$ cat src/rtl/seq_detect_prog.sv
// Runtime-programmable serial pattern detector with a registered one-cycle match pulse.
// Optional saturating match counter: define SEQ_DETECT_PROG_MATCH_CNT_EN.
module seq_detect_prog #(
    parameter int MAX_LEN = 8,
    parameter int CNT_W   = 16,
    localparam int LEN_W  = $clog2(MAX_LEN + 1)
) (
    input  logic               clk,
    input  logic               reset,
    input  logic               cfg_valid,
    input  logic [MAX_LEN-1:0] cfg_pattern,
    input  logic [LEN_W-1:0]   cfg_len,
    input  logic               cfg_overlap,
    output logic               cfg_err,
    input  logic               in_valid,
    input  logic               in_bit,
    output logic               armed,
    output logic               seq_seen
`ifdef SEQ_DETECT_PROG_MATCH_CNT_EN
    ,
    output logic [CNT_W-1:0]   match_cnt
`endif
);

    typedef enum logic {UNCFG, RUN} state_t;

    state_t             state, state_n;
    logic [MAX_LEN-1:0] pattern;
    logic [LEN_W-1:0]   len;
    logic               overlap;
    // The oldest history bit can never take part in a compare, so it is not stored.
    logic [MAX_LEN-2:0] hist;
    logic [LEN_W-1:0]   fill;

    logic               cfg_legal;
    logic               cfg_load;
    logic               shift;
    logic [MAX_LEN-1:0] hist_n;
    logic [LEN_W-1:0]   fill_n;
    logic [MAX_LEN-1:0] mask;
    logic               hit;

    always_comb begin
        cfg_legal = (cfg_len != '0) && (cfg_len <= LEN_W'(MAX_LEN));
        cfg_load  = cfg_valid && cfg_legal;
        // A config strobe takes precedence, so a coincident data bit is dropped.
        shift     = (state == RUN) && in_valid && !cfg_valid;
        hist_n    = {hist, in_bit};
        fill_n    = (fill < len) ? fill + 1'b1 : len;
        mask      = '0;
        for (int i = 0; i < MAX_LEN; i++)
            mask[i] = (i < int'(len));
        hit = shift && (fill_n == len) && (((hist_n ^ pattern) & mask) == '0);
    end

    always_ff @(posedge clk) begin
        if (reset)
            state <= UNCFG;
        else
            state <= state_n;
    end

    always_comb begin
        state_n = state;
        case (state)
            UNCFG:   if (cfg_load) state_n = RUN;
            RUN:     state_n = RUN;
            default: state_n = UNCFG;
        endcase
    end

    assign armed = (state == RUN);

    always_ff @(posedge clk) begin
        if (reset) begin
            cfg_err  <= 1'b0;
            seq_seen <= 1'b0;
            pattern  <= '0;
            len      <= '0;
            overlap  <= 1'b0;
            hist     <= '0;
            fill     <= '0;
        end else begin
            cfg_err  <= cfg_valid && !cfg_legal;
            seq_seen <= hit;
            if (cfg_load) begin
                pattern <= cfg_pattern;
                len     <= cfg_len;
                overlap <= cfg_overlap;
                hist    <= '0;
                fill    <= '0;
            end else if (shift) begin
                hist <= hist_n[MAX_LEN-2:0];
                fill <= (hit && !overlap) ? '0 : fill_n;
            end
        end
    end

`ifdef SEQ_DETECT_PROG_MATCH_CNT_EN
    always_ff @(posedge clk) begin
        if (reset || cfg_load)
            match_cnt <= '0;
        else if (hit && !(&match_cnt))
            match_cnt <= match_cnt + 1'b1;
    end
`endif

endmodule

$ cat config.mk
export PLATFORM = sky130hd
export DESIGN_NAME = seq_detect_prog
export DESIGN_NICKNAME = d
export VERILOG_FILES = /design/src/rtl/seq_detect_prog.sv
export SDC_FILE = /design/constraint.sdc
export NUM_CORES = 1
export LEC_CHECK = 0
export ABC_AREA = 1
export CAP_MARGIN = 30
export CORE_MARGIN = 5
export CORE_UTILIZATION = 30
export CTS_CLUSTER_DIAMETER = 200
export DETAILED_ROUTE_END_ITERATION = 6
export DONT_BUFFER_PORTS = 1
export GPL_TIMING_DRIVEN = 0
export PLACE_DENSITY = 0.46
export REMOVE_ABC_BUFFERS = 1
export SYNTH_ARGS = -nofsm -noshare
export SYNTH_HDL_FRONTEND = slang
export SYNTH_SLANG_ARGS = --single-unit
$ cat constraint.sdc
create_clock -name clk -period 2.7 [get_ports clk]
set_clock_uncertainty 0.2 [all_clocks]
set_input_delay 0.135 -clock clk [delete_from_list [all_inputs] [get_ports clk]]
set_output_delay 0.135 -clock clk [all_outputs]
set_load 0.02 [all_outputs]
Yosys cells after proc, flatten, opt, wreduce, memory -nomap -nowiden
Cells that the tools add are included.

Bits in registers: 27. RAM bits: 0. Input bits: 18. Memories kept: 0. Logic and storage cells: 41. Bits in latches: 0. ROM bits: 0.

Magnitude comparators: 10. Bitwise logic cells: 3. Div/mod/pow operators: 0. Shift operators: 0. Equality and inequality tests: 1. Multipliers: 0. Reductions and logical operators: 14. Add/sub/neg operators: 1. Mux-type cells: 4.

Operator list (number): $lt 3x4->1 const A (4); $and 8x8->8 (1); $logic_and 1x1->1 (8); $logic_not 8->1 (1); $lt 1x4->1 const A (2); $lt 2x4->1 const A (2); $mux 4 (2); $xor 8x8->8 (1); $add 4x1->4 const B (1); $eq 4x4->1 (1); $le 4x4->1 const B (1); $lt 4x4->1 (1); $reduce_bool 4->1 (1); $logic_not 1->1 (3); $pmux 1 s2 (1); $reduce_or 2->1 (1); $mux 1 (1); $not 1->1 (1).

Depth between registers and ports, before layout
Gate-level depths: netlist of run 1.

Depth in word-level cells: 7. Depth in mapped cells: 13. Mapped depth without buffers: 13.

Least setup slack after synthesis of run 1
No wires, ideal clock.

Kind: flip-flop to flip-flop. Start: register len[3]. End: register fill[1]. Cell stages (with the launch flop): 12. Data arrival time: 1.615 ns. Clock period less this slack: 1.885 ns. Required time: 2.430 ns. Setup slack: 0.815 ns. Buffers on the path: 0. Cells stage by stage: dfxtp_1 > inv_2 > ha_1 > a21oi_2 > nand2_8 > inv_4 > nand3_1 > nand2_1 > nor2_2 > nand3_2 > nand2_1 > a21oi_1.

Word-level cells in the longest chain between the ends: 7.

Ends and longest elaborated chain: start, declared (RTL line 29) `logic [LEN_W-1:0] len;`; start signal, assigned (RTL line 88) `len <= cfg_len;`; $lt 4x4->1 (RTL line 49) `fill_n = (fill < len) ? fill + 1'b1 : len;`; $mux 4 (RTL line 49); $eq 4x4->1 (RTL line 53) `hit = shift && (fill_n == len) && (((hist_n ^ pattern) & mask) == '0);`; $logic_and 1x1->1 (2 in a row) (RTL line 53); $logic_and 1x1->1 (RTL line 94) `fill <= (hit && !overlap) ? '0 : fill_n;`; $mux 4 * (RTL line 94); end signal, assigned (RTL line 94); end, declared (RTL line 33) `logic [LEN_W-1:0] fill;`.

Every way passes the cells marked *; elsewhere a longest branch is shown, timed or not. A chain may end at the register's enable or synchronous reset.

Worst setup path in the final report of run 1
Start: register len[3]. End: register fill[2].

The elaborated chain is that of the path after synthesis.

==> summary.md, run 1 <==
| Metric | Value |
|---|---|
| Final period util | 0.782 |
| Worst hold stages | 4 |
| TritonCTS clock tree | done |
| Synth-to-Final Area Change | 20.1% |
| Via Count | 1,359 |
| CTS root buf | clkbuf_8 |
| PD cells | 470 nW/um^2 |
| Buf/Inv on CP | 2 |
| Maximum clock insertion buffer count | 2 |
| Die height | 79.8 microns |
| Core area | roughly 4700 sq um |
| CTS-repair resized insts | 0 |
| Fmax | 0.473 GHz |
| Initial DRC Count | 60 |
| Initial antenna violation count | 0 |
| Final Slew Violations | 0 |
| Worst reg2reg path startpoint | len[3] |
| First-pass GRT wire length | 5.82 mm |
| Avg WL per Cell | about 11 microns |
| HPWL after DPL | 2.48 mm |
| Post-Synthesis Cells | 216 |
| Layout Nets | 257 |
| Share of layout cells above drive strength 1 | 0.0983 |
| Num Clock Sinks | 27 |
| I/O pin count | 21 |
| DIE AREA | 6370 sq um |
| Port bufs | 0 |
| Flops & latches, synth | 27 |
| RSZ-0062 raised after global routing | no |
| Drt pass-1 iters | 5 |
| R2R cell count | 11 |
| Hold Crit Endpoint | len[3] |
| Vias in the first global route | approximately 1.3k |
| Largest net degree at the start of global routing | 24 |
| HP Start | cfg_len[3] |
| Fillers | 502 |
| Post-synth cell types | 25 |
| Setup_tns | 0 ns |
| Crit path largest cell delay | 0.39 ns |
| Peak supply drop | between 200 and 250 uV |
| CTS hold repair buffers | 19 |
| Leakage | just under 0.0007 uW |
| Initial Util | 0.309 |
| Die width | 79.8 microns |
| Most frequent cells in the layout | nand2_1 (61), dfxtp_1 (27), inv_1 (22), a21oi_1 (22), dlygate4sd3_1 (19) |
| DR DRC count | 0 |
| Total GRT Usage | 0.114 |
| Worst path cell trace | inv_2 > ha_1 > a21oi_2 > nand2_8 > inv_4 > nand3_1 > nand2_1 > nor2_2 > nand3_2 > nand2_1 > a21oi_1 |
| CP arrival | 2.11 ns |
| Antenna Cells | 0 |
| Commonest non-fill, non-tap cell in the layout | nand2_1 |
| Post-CTS Setup Bufs | 0 |
| Syn Area/Cell | 6.77 sq um |
| Gpl congestion | 0.844 |
| ANT nets after route | 0 |
| Routed wire length | 3.42 mm |
| CP most frequent cell | nand2_1 |
| Via density | 4.51 |
| Final Hold Viols | 0 |
| Worst Hold Class | in -> reg |
| Synth Cell Area | approximately 1500 sq um |
| Reg2Reg Setup Slack | 0.59 ns |
| Slowest stage cell, crit path | dfxtp_1 |
| Final-report setup violation count | 0 |
| Core Rows | 25 |
| Slew headroom | 0.677 |
| TritonCTS Buffers | 3 |
| DP Worst Slack | 0.591 ns |
| CP top delay family | compound AO/OA/AOI/OAI gates |
| Worst setup EP type | flip-flop |
| CP Max Fanout | 9 |
| Outcome | completed |
| Synth Warn # | 0 |
| RR Endpoint | fill[2] |
| Crit path time final | 2.11 ns |
| H-tree depth | 1 |
| CP required | 2.70 ns |
| Tightest Pin Transition | 0.484 ns |
| CP Launch Type | flip-flop |
| CP Class | reg -> reg |
| Grt total ovfl | 0 |
| Clock slew at reported path FFs | 0.09 ns |
| Max-cap violations | 0 |
| Post-synthesis sequential area ratio | 0.370 |
| Final worst setup slack | 0.587 ns |
| Worst-Skew Late Latency | 0.27 ns |
worst max-delay path by stage:
stage          startpoint       to  cells past startpoint
5_1_grt            len[3]  fill[2]                     11
4_1_cts            len[3]  fill[2]                     11
3_5_place_dp       len[3]  fill[2]                     11
6_report           len[3]  fill[2]                     11
2_1_floorplan      len[3]  fill[1]                     11
3_3_place_gp       len[3]  fill[2]                     11
logic make-up (layout without fill, tap and decap cells):
| logic type | Yosys count | count (layout) | share of synthesized area |
|---|---|---|---|
| fa+ha+maj | 4 | 4 | 0.0342 |
| xor+xnor | 3 | 3 | 0.0180 |
| simple gates | 104 | 104 | 0.324 |
| flops | 27 | 27 | 0.370 |
| compound gates | 42 | 42 | 0.155 |
| buf+inv | 36 | 54 | 0.0985 |
synthesized netlist by cell type:
library cell / number / share of area
a211oi_1: 4 / 0.021
a21oi_1: 22 / 0.075
a21oi_2: 1 / 0.0060
buf_2: 2 / 0.0068
buf_4: 1 / 0.0051
clkbuf_1: 2 / 0.0051
dfxtp_1: 27 / 0.37
ha_1: 4 / 0.034
inv_1: 22 / 0.057
inv_2: 8 / 0.021
inv_4: 1 / 0.0043
nand2_1: 61 / 0.16
nand2_2: 2 / 0.0086
nand2_4: 1 / 0.0077
nand2_8: 1 / 0.014
nand3_1: 10 / 0.034
nand3_2: 2 / 0.014
nand4_1: 6 / 0.026
nor2_1: 17 / 0.044
nor2_2: 3 / 0.013
nor2_4: 1 / 0.0077
o21a_1: 1 / 0.0051
o21ai_0: 6 / 0.021
o21ai_1: 8 / 0.027
xnor2_1: 3 / 0.018
power by group:
part	leakage (uW)	switching, uW	internal [uW]
Sequential	0.000220	16.5	417
Clock	0.0000228	123	106
Combinational	0.000450	99.9	63.4
metal layers:
metal	track usage	vias to the layer above	routed length [microns]
met3	0.0181	4	100
met2	0.204	19	1690
met5	0	-	0
met4	0.0253	0	34
li1	-	731	-
met1	0.143	605	1590
metrics by stage:
stage,util,cells,power [uW],hold WS (ns),area [sq um]
after CTS,0.372,301,839,0.0303,1760
final,0.372,301,826,0.0315,1760
after floorplan,-,211,554,0.00652,1440
after detailed placement,0.322,278,585,0.00986,1520
after global routing,0.372,301,879,0.0812,1760
after global placement,0.322,278,585,0.00832,1520
area by class of cell:
type | instances | area (sq um) | share of cell area
timing repair buffer | 19 | 190 | 0.108
sequential | 27 | 541 | 0.308
clock buffer | 4 | 45.0 | 0.0257
inverter | 31 | 119 | 0.0677
tap | 67 | 83.8 | 0.0478
multi-input combinational | 153 | 777 | 0.443
state kept, by name, indices dropped and copies added, names as in the netlist:
| register | count |
|---|---|
| hist | 7 |
| seq_seen | 1 |
| len | 4 |
| cfg_err | 1 |
| overlap | 1 |
| fill | 4 |
| armed | 1 |
| pattern | 8 |
worst min-delay path, delay by kind of cell:
family	cells	cell delay, ns
simple gates	2	0.14
compound gates	1	0.05
xor+xnor	1	0.13
Note: power is estimated with default switching activity, not from simulation.
==> run 2, diff against run 1 <==
--- a/config.mk
+++ b/config.mk
@@ -5,7 +5,7 @@
 export SDC_FILE = /design/constraint.sdc
 export NUM_CORES = 1
 export LEC_CHECK = 0
-export ABC_AREA = 1
+export ABC_AREA = 0
 export CAP_MARGIN = 30
 export CORE_MARGIN = 5
 export CORE_UTILIZATION = 30
@@ -13,7 +13,7 @@
 export DETAILED_ROUTE_END_ITERATION = 6
 export DONT_BUFFER_PORTS = 1
 export GPL_TIMING_DRIVEN = 0
-export PLACE_DENSITY = 0.46
+export PLACE_DENSITY = 0.47
 export REMOVE_ABC_BUFFERS = 1
 export SYNTH_ARGS = -nofsm -noshare
 export SYNTH_HDL_FRONTEND = slang
==> constraint.sdc (replaced) <==
create_clock -name clk -period 1.9 [get_ports clk]
set_clock_uncertainty 0.2 [all_clocks]
set_input_delay 0.095 -clock clk [delete_from_list [all_inputs] [get_ports clk]]
set_output_delay 0.095 -clock clk [all_outputs]
set_load 0.02 [all_outputs]
==> run 2 against run 1 <==
Effect of this change: the flow now finishes with violations (setup timing); maximum frequency rose by 1.2%; final area grew 10%; die area down 5.4%; critical endpoint unchanged.
==> summary.md, run 2 <==
| Metric | Value |
|---|---|
| Total GRT Usage | 0.114 |
| Gpl congestion | 0.832 |
| Final-report setup violation count | 5 |
| Leakage | 0.000735 uW |
| CTS root buf | clkbuf_8 |
| Max FFs per register | 8 |
| Post-Synthesis Cells | between 150 and 200 |
| Post-Place Cells | 204 |
| Hold Slack | 0.0685 ns |
| Pwr Total | 1170 uW |
| Crit path time final | 2.09 ns |
| Post-synth top area cell | dfxtp_1 |
| Slew headroom | 0.567 |
| Commonest non-fill, non-tap cell in the layout | nand2_1 |
| Post-synth EDFFs | 0 |
| Synth Cell Area | 1370 sq um |
| Setup_tns | -0.715 ns |
| Worst setup EP type | flip-flop |
| Fmax | 0.479 GHz |
| Via Count | 1,173 |
| Final Slew Violations | 0 |
| Avg WL per Cell | 13.7 microns |
| Post-synthesis sequential area ratio | 0.394 |
| Failing checks | setup timing |
| Via density | 4.87 |
| Flops & latches, synth | 27 |
| Reg2Reg Setup Slack | -0.19 ns |
| First-pass GRT wire length | 5.58 mm |
| Layout Nets | 212 |
| DR DRC count | 0 |
| HP Start | cfg_valid |
| Drt pass-1 iters | 4 |
| Core area | between 4000 and 5000 sq um |
| Port bufs | 0 |
| Top Usage Layer GRT | met2 |
| Worst reg2reg path startpoint | fill[0] |
| Initial antenna violation count | 0 |
| Die width | 77.6 microns |
| TritonCTS clock tree | done |
| Peak supply drop | ~290 uV |
| Initial DRC Count | 75 |
| Largest regs | pattern x8, hist x7 |
| Largest Register | pattern |
| Post-synth top flop | dfxtp_1 |
| Most frequent cells in the layout | nand2_1 (24), dlygate4sd3_1 (20), dfxtp_1 (19) |
| Synth-to-Final Area Change | 41.1% |
| Tightest Pin Transition | 0.647 ns |
| Crit path from | fill[0] |
| Worst-Skew Late Latency | 0.27 ns |
| Final Hold Viols | 0 |
| Syn Area/Cell | 8.57 sq um |
| M1 GR Usage | 0.123 |
| Largest net degree at the start of global routing | 18 |
| Ys async rst share | 0 |
| DP Worst Slack | -0.609 ns |
| Share of layout cells above drive strength 1 | 0.270 |
| CP required | ~1.9 ns |
| RSZ-0062 raised after global routing | yes |
| Num Clock Sinks | 27 |
| Maximum clock insertion buffer count | 2 |
| CP arrival | 2.09 ns |
| CP Launch Type | flip-flop |
| Synth Warn # | 0 |
| RR Endpoint | fill[2] |
| Final period util | 1.10 |
| Die height | 77.6 microns |
| CP Class | reg -> reg |
| CP Max Fanout | 4 |
| GR Util met2 | 0.212 |
| Routed wire length | 3.31 mm |
| H-tree depth | 1 |
| Core Rows | 24 |
| Max-cap violations | 0 |
| Post-synth cell types | 31 |
| Critical Path End | fill[2] |
| Antenna Cells | 0 |
| Ranking of synthesized cells by area | dfxtp_1 (39%), mux2i_1 (9.5%), nand2_1 (7.1%) |
| HPWL after DPL | 2.15 mm |
| ANT nets after route | 0 |
| Worst Hold Class | in -> reg |
| Final worst setup slack | -0.188 ns |
| Post-synth top cells | dfxtp_1 (27), nand2_1 (26), a21oi_1 (19), nor2_1 (17), mux2i_1 (13) |
| Grt met3 use | 0.0185 |
| Grt total ovfl | 0 |
| Outcome | finished with violations |
| Vias in the first global route | 1,213 |
| Initial Util | 0.313 |
| Clock slew at reported path FFs | 0.10 ns |
| TritonCTS Buffers | 3 |
| PD cells | 607 nW/um^2 |
| Cell Count, Final, Fillers Out | 241 |
| DIE AREA | 6020 sq um |
| Top-area cell type share of the netlist area | 0.394 |
| R2R cell count | 8 |
| I/O pin count | 21 |
| Top-count cell post-synth | dfxtp_1 |
run 2: changes by cell type in the layout (fill, tap and decap cells not counted), moves of 8 or more:
cell     before  now
buf_4         0   13
inv_2         8    0
o21ai_1       8    0
nand3_1      10    2
inv_1        22    5
nand2_1      61   24
dfxtp_1      27   19
mux2i_1       0   13
run 2: final cells by class:
cell class / count / area (sq um)
tap: 52 / 65.1
clock inverter: 1 / 7.51
timing repair buffer: 33 / 298
inverter: 6 / 26.3
sequential: 27 / 563
clock buffer: 3 / 41.3
fill: 429 / 2450
multi-input combinational: 119 / 933
run 2: how the worst min path moves through the flow:
stage               end  slack (ns)  cells past startpoint
5_1_grt           armed        0.10                      2
4_1_cts        seq_seen        0.17                      6
6_report          armed        0.07                      2
2_1_floorplan     armed       -0.04                      1
3_3_place_gp      armed       -0.03                      1
3_5_place_dp      armed       -0.03                      1
run 2: cells by family (layout without fill, tap and decap cells):
family,Yosys count,in the layout,synth area share
compound gates,31,31,0.141
xor+xnor,12,12,0.0766
fa+ha+maj,4,4,0.0365
buf+inv,14,43,0.0630
flops,27,27,0.394
mux,14,14,0.103
simple gates,58,58,0.186
run 2: what timing repair did:
action                                  in CTS  in global routing
hold buffers                                20                  0
setup buffers                                7                  6
resized for setup                           35                 10
endpoints found under the setup margin       5                 21
pin swaps                                   12                  4
hold endpoints to repair                    27                  0
run 2: metrics by stage:
step,util,instance area [sq um]
floorplan,-,1310
global placement,0.313,1370
detailed placement,0.313,1370
CTS,0.416,1820
global route,0.441,1930
finish,0.441,1930
run 2: where the power goes:
part           internal, uW  leakage [uW]  switching (uW)
clock network           149     0.0000217             190
logic                   118      0.000489             112
registers               581      0.000225            24.6
run 2: worst max-delay path, stage by stage (launching register included):
cell and delay, ns:
dfxtp_4 0.37, ha_4 0.29, xor2_4 0.16, a211oi_2 0.05, mux2_4 0.29, o22ai_4 0.15, nor3_4 0.07, or3_1 0.31
a21oi_1 0.12
run 2: layer usage:
metal	part of all wire	wire, microns
met1	0.43	1410
met2	0.52	1720
met3	0.030	98
met4	0.026	85
met5	0	0
==> run 3, diff against run 2 <==
--- a/config.mk
+++ b/config.mk
@@ -8,12 +8,13 @@
 export ABC_AREA = 0
 export CAP_MARGIN = 30
 export CORE_MARGIN = 5
-export CORE_UTILIZATION = 30
+export CORE_UTILIZATION = 55
+export CTS_BUF_LIST = sky130_fd_sc_hd__clkbuf_16
 export CTS_CLUSTER_DIAMETER = 200
 export DETAILED_ROUTE_END_ITERATION = 6
 export DONT_BUFFER_PORTS = 1
 export GPL_TIMING_DRIVEN = 0
-export PLACE_DENSITY = 0.47
+export PLACE_DENSITY = 0.75
 export REMOVE_ABC_BUFFERS = 1
 export SYNTH_ARGS = -nofsm -noshare
 export SYNTH_HDL_FRONTEND = slang
==> run 3 against run 2 <==
Effect of this change: the run still ends with setup timing left; core utilization grew 38 points; final area grew 2.7%; critical path type unchanged; count of clock-buffer cells in the layout is the same; register-to-register slack lost 0.03 ns; maximum frequency shrank 1.3%; via count grew 12%; worst setup slack lost 0.027 ns; worst hold slack lost 0.052 ns; critical path depth is the same; critical endpoint unchanged; final cell count shrank 7.9%.
==> summary.md, run 3 (synthesized netlist as in run 2, its figures left out) <==
| Metric | Value |
|---|---|
| Comb pwr share | 0.195 |
| Tightest Pin Transition | a little under 0.7 ns |
| Met3 WL | approximately 290 microns |
| CP Launch Type | flip-flop |
| CP required | 1.89 ns |
| Maximum clock insertion buffer count | 2 |
| Initial antenna violation count | 0 |
| Die width | 59.9 microns |
| Worst Hold Class | in -> reg |
| Largest Register | pattern |
| Final Slew Violations | 0 |
| Gpl congestion | 0.924 |
| Max-cap violations | 0 |
| DR DRC count | 0 |
| H-tree depth | 1 |
| Crit path time final | 2.11 ns |
| Outcome | finished with violations |
| Core Rows | 18 |
| Largest regs | pattern x8, hist x7 |
| Initial Util | 0.564 |
| Via density | approximately 5.9 |
| Grt total ovfl | 0 |
| Core area | 2430 sq um |
| Vias in the first global route | 1,467 |
| RSZ-0062 raised after global routing | yes |
| Hold Slack | 0.0166 ns |
| Total GRT Usage | 0.252 |
| Met2 wire len | 2.08 mm |
| Synth-to-Final Area Change | 44.9% |
| Clock slew at reported path FFs | around 0.070 ns |
| Peak supply drop | 669 uV |
| Fillers | 131 |
| Port bufs | 0 |
| CP Max Fanout | 4 |
| Routed wire length | roughly 4.2 mm |
| Final period util | 1.11 |
| P_int | 997 uW |
| Post-Place Cells | 182 |
| I/O pin count | 21 |
| HPWL after DPL | 1.99 mm |
| Share of layout cells above drive strength 1 | 0.281 |
| WL met1 | roughly 1.6 mm |
| Worst-Skew Late Latency | 0.26 ns |
| Antenna Cells | 0 |
| Crit path from | fill[0] |
| PD cells | 679 nW/um^2 |
| Top routing layer in use | met4 |
| Clock Power Share | 0.355 |
| Slew headroom | 0.541 |
| Final Hold Viols | 0 |
| Final-report setup violation count | 5 |
| CTS root buf | clkbuf_16 |
| CP arrival | 2.11 ns |
| Drt pass-1 iters | 4 |
| First-pass GRT wire length | 6.65 mm |
| Switch share | 0.261 |
| Via Count | ~1.3k |
| Die height | approximately 60 microns |
| Commonest non-fill, non-tap cell in the layout | nand2_1 |
| Worst reg2reg path startpoint | fill[0] |
| Initial DRC Count | 86 |
| Max FFs per register | 8 |
| DIE AREA | 3590 sq um |
| Cell Count, Final, Fillers Out | 222 |
| Layout Nets | 215 |
| Num Clock Sinks | 27 |
| Avg WL per Cell | 18.9 microns |
| Worst setup EP type | flip-flop |
| HP Start | in_valid |
| Seq pwr share | 0.450 |
| Failing checks | setup timing |
| Final worst setup slack | -0.214 ns |
| TritonCTS Buffers | 3 |
| Fmax | 0.473 GHz |
| Most frequent cells in the layout | nand2_1 (24), dfxtp_1 (20), dlygate4sd3_1 (20) |
| Leakage | 0.000772 uW |
| ANT nets after route | 0 |
| CP Class | reg -> reg |
| TritonCTS clock tree | done |
| Largest net degree at the start of global routing | 18 |
| Net Sw Power | 352 uW |
-- run 3: cell count changes in the layout (fill, tap and decap cells not counted), sizes merged --
| cell | change |
|---|---|
| buf | +2 |
| clkinv | +1 |
| clkinvlp | -1 |
| o21ai | +1 |
-- run 3: what timing repair did --
action	in CTS	in global routing
cloned	1	0
pin swaps	17	8
hold endpoints to repair	27	0
setup endpoints to repair	5	22
hold buffers	20	0
resized for setup	36	13
buffers inserted	13	2
-- run 3: critical path: stages (launching register included) --
cell      delay, ns
dfxtp_4        0.36
ha_4           0.29
xor2_4         0.17
a211oi_2       0.04
mux2_4         0.29
o22ai_4        0.15
nor3_4         0.08
or3_4          0.34
a21oi_2        0.12
-- run 3: area by class of cell --
cell class                 instances  area, sq um  share of cell area
clock buffer                       3         75.1              0.0378
clock inverter                     1         5.00             0.00252
inverter                           6         26.3              0.0132
multi-input combinational        120          956               0.481
sequential                        27          559               0.281
tap                               30         37.5              0.0189
timing repair buffer              35          328               0.165
-- run 3: layer usage --
metal / track usage / vias to the layer above
li1: - / 616
met1: 0.280 / 607
met2: 0.446 / 61
met3: 0.0324 / 27
met4: 0.158 / 0
met5: 0 / -
-- run 3: power groups by stage --
| stage | Clock [uW] | Combinational [uW] | Sequential [uW] |
|---|---|---|---|
| after global routing | 501 | 282 | 609 |
| after floorplan | 0 | 104 | 617 |
| final | 480 | 263 | 607 |
| after global placement | 0 | 118 | 622 |
| after CTS | 479 | 229 | 604 |
| after detailed placement | 0 | 124 | 623 |
-- run 3: final timing paths --
| path | end | slack (ns) | cells after the start |
|---|---|---|---|
| setup / recovery | fill[2] | -0.21 | 8 |
| hold / removal | hist[2] | 0.02 | 4 |
| setup reg to reg | fill[2] | -0.21 | 8 |
| hold reg to reg | hist[4] | 0.28 | 2 |
-- run 3: metrics by stage --
step	setup WS (ns)	TNS [ns]	total power, uW	util	area (sq um)
4_1_cts	-0.194	-1.15	1310	0.781	1900
3_3_place_gp	-0.499	-2.56	740	0.553	1350
6_report	-0.214	-0.756	1350	0.817	1990
3_5_place_dp	-0.523	-3.54	747	0.553	1350
2_1_floorplan	-0.210	-0.624	720	-	1310
5_1_grt	-0.267	-1.20	1390	0.817	1990
